### config.mk
export PLATFORM = sky130hd
export DESIGN_NAME = smc_stream_calc
export DESIGN_NICKNAME = d
export VERILOG_FILES = /design/src/rtl/smc_stream_calc.sv
export SDC_FILE = /design/constraint.sdc
export NUM_CORES = 1
export LEC_CHECK = 0
export CAP_MARGIN = 20
export CORE_UTILIZATION = 37
export CTS_CLUSTER_DIAMETER = 50
export DETAILED_ROUTE_END_ITERATION = 10
export SYNTH_ARGS = -nofsm -noshare
export SYNTH_HDL_FRONTEND = slang
export SYNTH_SLANG_ARGS = --single-unit
### constraint.sdc
create_clock -name clk -period 9 [get_ports clk]
set_input_delay 0.9 -clock clk [delete_from_list [all_inputs] [get_ports clk]]
set_output_delay 0.9 -clock clk [all_outputs]
set_load 0.005 [all_outputs]
### src/rtl/smc_stream_calc.sv
// Streaming MOSFET channel calculator: loads N_CH channel beats, sorts them, and averages three selected values.
// Optional build macro SMC_STREAM_CALC_ROUND_EN selects half-up rounding on the final division.
module smc_stream_calc #(
    parameter int unsigned N_CH = 6,
    parameter int unsigned VW   = 3,
    localparam int unsigned OW  = 3*VW+1
) (
    input  logic          clk,
    input  logic          rst,
    input  logic          in_valid,
    output logic          in_ready,
    input  logic [1:0]    mode,
    input  logic [VW-1:0] w,
    input  logic [VW-1:0] v_gs,
    input  logic [VW-1:0] v_ds,
    output logic          out_valid,
    input  logic          out_ready,
    output logic [OW-1:0] out_n
);

    localparam int unsigned CW = 3*VW;
    localparam int unsigned PW = 3*VW+2;
    localparam int unsigned SW = CW+4;
    localparam int unsigned IW = $clog2(N_CH);

    typedef enum logic [2:0] {IDLE, LOAD, SORT, SUM, OUT} state_t;

    state_t          state, state_next;
    logic [IW-1:0]   cnt;
    logic [1:0]      mode_q;
    logic [CW-1:0]   vals   [N_CH];
    logic [CW-1:0]   sorted [N_CH];
    logic [CW-1:0]   chan_val;
    logic [CW-1:0]   n0, n1, n2;
    logic [SW-1:0]   cur_sum, gm_sum;
    logic [OW-1:0]   result;
    logic            accept, last_beat, cur_sel;

    // Drain current (cur=1) or transconductance of one channel, floor-divided by 3.
    function automatic logic [CW-1:0] chan_value(input logic cur, input logic [VW-1:0] w_i,
                                                 input logic [VW-1:0] g_i, input logic [VW-1:0] d_i);
        logic [VW-1:0] ov;
        logic [PW-1:0] pw, pov, pd, prod;
        ov   = (g_i > VW'(1)) ? g_i - VW'(1) : '0;
        pw   = PW'(w_i);
        pov  = PW'(ov);
        pd   = PW'(d_i);
        if (ov == '0)
            prod = '0;
        else if (ov > d_i)
            prod = cur ? pw * (PW'(2) * pov * pd - pd * pd) : PW'(2) * pw * pd;
        else
            prod = cur ? pw * pov * pov : PW'(2) * pw * pov;
        return CW'(prod / PW'(3));
    endfunction

    assign accept    = in_valid && in_ready;
    assign last_beat = (cnt == IW'(N_CH-1));
    // Mode is taken live on beat 0 and from the latch for the rest of the frame.
    assign cur_sel   = (state == IDLE) ? mode[0] : mode_q[0];
    assign chan_val  = chan_value(cur_sel, w, v_gs, v_ds);

    // One odd-even transposition pass, descending; cnt parity picks the pair phase.
    always_comb begin
        sorted = vals;
        for (int i = 0; i < int'(N_CH) - 1; i++) begin
            if ((i[0] == cnt[0]) && (vals[IW'(i+1)] > vals[IW'(i)])) begin
                sorted[IW'(i)]   = vals[IW'(i+1)];
                sorted[IW'(i+1)] = vals[IW'(i)];
            end
        end
    end

    always_comb begin
        if (mode_q[1]) begin
            n0 = vals[IW'(0)];
            n1 = vals[IW'(1)];
            n2 = vals[IW'(2)];
        end else begin
            n0 = vals[IW'(N_CH-3)];
            n1 = vals[IW'(N_CH-2)];
            n2 = vals[IW'(N_CH-1)];
        end
        cur_sum = SW'(3) * SW'(n0) + SW'(4) * SW'(n1) + SW'(5) * SW'(n2);
        gm_sum  = SW'(n0) + SW'(n1) + SW'(n2);
`ifdef SMC_STREAM_CALC_ROUND_EN
        result  = mode_q[0] ? OW'((cur_sum + SW'(6)) / SW'(12)) : OW'((gm_sum + SW'(1)) / SW'(3));
`else
        result  = mode_q[0] ? OW'(cur_sum / SW'(12)) : OW'(gm_sum / SW'(3));
`endif
    end

    always_ff @(posedge clk) begin
        if (rst) state <= IDLE;
        else     state <= state_next;
    end

    always_comb begin
        state_next = state;
        case (state)
            IDLE:    if (accept) state_next = last_beat ? SORT : LOAD;
            LOAD:    if (accept && last_beat) state_next = SORT;
            SORT:    if (last_beat) state_next = SUM;
            SUM:     state_next = OUT;
            OUT:     if (out_valid && out_ready) state_next = IDLE;
            default: state_next = IDLE;
        endcase
    end

    // Datapath registers; cnt doubles as beat index while loading and pass index while sorting.
    always_ff @(posedge clk) begin
        if (rst) begin
            cnt       <= '0;
            mode_q    <= '0;
            vals      <= '{default: '0};
            out_valid <= 1'b0;
            out_n     <= '0;
            in_ready  <= 1'b1;
        end else begin
            in_ready <= (state_next == IDLE) || (state_next == LOAD);
            case (state)
                IDLE, LOAD: begin
                    if (accept) begin
                        vals[cnt] <= chan_val;
                        if (state == IDLE) mode_q <= mode;
                        cnt <= last_beat ? '0 : cnt + IW'(1);
                    end
                end
                SORT: begin
                    vals <= sorted;
                    cnt  <= last_beat ? '0 : cnt + IW'(1);
                end
                SUM: begin
                    out_valid <= 1'b1;
                    out_n     <= result;
                end
                OUT: begin
                    if (out_ready) begin
                        out_valid <= 1'b0;
                        out_n     <= '0;
                    end
                end
                default: ;
            endcase
        end
    end

endmodule

==> metrics.yaml <==
clocking:
  hold_buffers: 0
  cts-root-buf: "clkbuf_16"
  clk_path_buf_depth: 2
  cts_tree: "done"
  worstSkewPairLatency_ns: 0.35
  clk_pin_slew_ns: 0.06
  cts_max_level: 3
  cts_sinks: 74
  numCtsBuffers: 9
global_routing:
  grt_max_degree: 71
  grt_pass1_vias: 10756
  antenna_found_initial: 0
  grt_overflow: 0
  grt_util_all_layers_pct: 21.9
  grt_first_pass_wirelength_mm: 55.0
synth:
  synth_mux_area_share_pct: 4.87
  synth_seq_cells: 74
  synth_ff_type: "dfxtp_1"
  synthAdderAreaFrac_pct: 23.2
  syn-num-nets: 1690
  synth_top_cell_area_share_pct: 13.6
  postSynthCellCount: 1501
  synth_top_family_by_area: "compound AO/OA/AOI/OAI gates"
  synth_xor_area_share_pct: 4.32
  syn_area_per_cell_sq_um: 7.42
  yosysTopAreaCell: "ha_1"
  synth-edff-count: 0
  yosys_warnings: 0
  async_flop_share_pct: 0
  yosysSeqAreaShare_pct: 13.3
  synth_cell_types: 81
  synthTopCellsByArea: "ha_1 (14%), dfxtp_1 (13%), fa_1 (9.5%)"
  syn-cell-area_sq_um: 11100
  synth_compound_area_share_pct: 24.8
  synthSimpleGateAreaFrac_pct: 22.4
worst_setup_path:
  criticalPathCategory: "in2reg"
  crit_fanout: 6
  start_kind: "input port"
  critPathMaxStageDelay_ns: 0.54
  cp_slowest_cell: "fa_1"
  required_ns: 9.19
  end_kind: "register"
  cp.arrival_ns: 8.77
  path_common_cell: "ha_4"
sta:
  worstMarginPinSlew_ns: 1.06
  worst_slack_ns: 0.424
  setup_viol: 0
  fin_skew_ns: 0.00944
  fmax_mhz: 117
  drv_slew: 0
  min_period_ns: 8.58
  final.period_utilization_pct: 95.3
  max_slew_margin_pct: 29.0
  hold_viol: 0
floorplanning:
  start_util_pct: 37.6
  die_w_um: 176
  num_rows: 63
  pin_count: 27
  die_h_um: 176
  core-area_sq_um: 29600
  dieArea_sq_um: 30800
placed_design:
  dp_hpwl_mm: 25.5
  pre_cts_ws_ns: -0.697
  dp.cells: 1951
  portBuffers: 26
  place_congestion: 0.927
detailed_routing:
  drt_iter0_markers: 844
  vias: 11192
  detail-route-antenna-nets: 0
  totalWireLength_mm: 32.9
  drc: 0
  first_pass_iters: 5
  viasPerCell: 5.65
  wl_per_cell_um: 16.6
final_layout:
  most-common-layout-cells: "nand2_1 (167), nor2_1 (141), inv_1 (138), ha_1 (112), buf_4 (105)"
  drive_gt1_share_pct: 13.9
  antennaDiodeCount: 0
  area_growth_pct: 18.6
  final_nets: 1775
  final_common_cell: "nand2_1"
  nFillCells: 3055
  stdcell_count: 1981
  final_util_pct: 44.6
outcome:
  status: "finished clean"
hold_path:
  hold_class: "reg2reg"
power_and_ir_drop:
  power_density_nw_per_um2: 221
  ir_worst_vdd_mv: 0.151
  leakage_uw: 0.00582
job:
  cap_violations: 0
==> through the flow <==
stage	hold WS, ns	setup TNS [ns]	instance area (sq um)	total power (uW)
floorplan	0.434	0	11300	1550
global placement	0.441	-3.48	12500	2170
detailed placement	0.448	-4.84	12500	2190
CTS	0.456	0	13000	2780
global route	0.470	-0.0257	13200	3150
finish	0.455	0	13200	2920
==> state kept, by name (all words and copies together), names as in the netlist <==
name,count
cnt,3
in_ready,1
mode_q,2
out_n,10
out_valid,1
sorted,18
state,3
vals,36
==> worst paths after layout <==
path | start | endpoint | slack (ns) | cells after the start
setup / recovery | v_gs[0] | sorted[0]$_SDFFE_PP0P_ | 0.42 | 42
hold / removal | sorted[17]$_SDFFE_PP0P_ | sorted[17]$_SDFFE_PP0P_ | 0.46 | 2
hold reg to reg | sorted[17]$_SDFFE_PP0P_ | sorted[17]$_SDFFE_PP0P_ | 0.46 | 2
setup reg to reg | mode_q[1]$_SDFFE_PP0P_ | out_n[0]$_SDFFE_PP0P_ | 1.22 | 22
==> power by group <==
group | internal, uW | total (uW) | switching [uW]
registers | 345 | 372 | 27.6
logic | 996 | 2090 | 1100
clock network | 299 | 451 | 152
total | 1640 | 2920 | 1280
==> per-layer routing <==
metal  share of wire [%]  track usage [%]  wire (um)
met1                  46             29.1      15100
met2                  47             37.4      15600
met3                 4.3             2.12       1410
met4                 2.3             6.30        750
met5                   0                0          0
==> cell type report <==
cell class | count | area, sq um | share of cell area (%)
well taps | 390 | 488 | 3.69
multi-input cells | 1220 | 9250 | 70.0
clock inverters | 7 | 139 | 1.05
clock buffers | 9 | 225 | 1.70
inverters | 145 | 544 | 4.12
repair buffers | 136 | 1080 | 8.18
flip-flops and latches | 74 | 1480 | 11.2
==> worst max-delay path: cells and delay by family <==
kind / cells / cell delay, ns
and+or+nand+nor: 8 / 1.71
muxes: 1 / 0.22
AOI/OAI and AO/OA: 11 / 1.83
xor gates and xnor gates: 1 / 0.15
buffers and inverters: 10 / 0.75
adders and majority gates: 11 / 3.19
==> synthesized netlist by cell type (8+ instances only) <==
cell / n
fa_1: 53
a31oi_1: 13
inv_1: 144
clkbuf_1: 53
nor2_1: 145
o21ai_0: 65
nor2b_1: 13
dfxtp_1: 74
nor3_1: 45
and2_1: 34
nand3_1: 44
mux2i_1: 34
nand2_1: 168
o31ai_1: 11
a21o_1: 16
xnor2_1: 33
ha_1: 121
a211oi_1: 47
o21a_1: 12
or3_1: 9
a221oi_1: 16
nor4_1: 8
a21oi_1: 88
nand2b_1: 16
o211ai_1: 26
xor2_1: 22
o22ai_1: 15
mux2_2: 16
o21ai_1: 9
nand4_1: 11
and3_1: 15
==> cell families after synthesis <==
family,count (synthesis)
and+or+nand+nor,535
AOI/OAI and AO/OA,404
buffers and inverters,207
adders and majority gates,175
DFF,74
xor gates and xnor gates,55
muxes,51
==> timing repair <==
item                                    CTS  global route
resized for setup                        22            39
pin swaps                                23            31
setup buffers                             8             6
endpoints found under the setup margin    6             6
No activity file was read; power rests on OpenSTA's default activity.
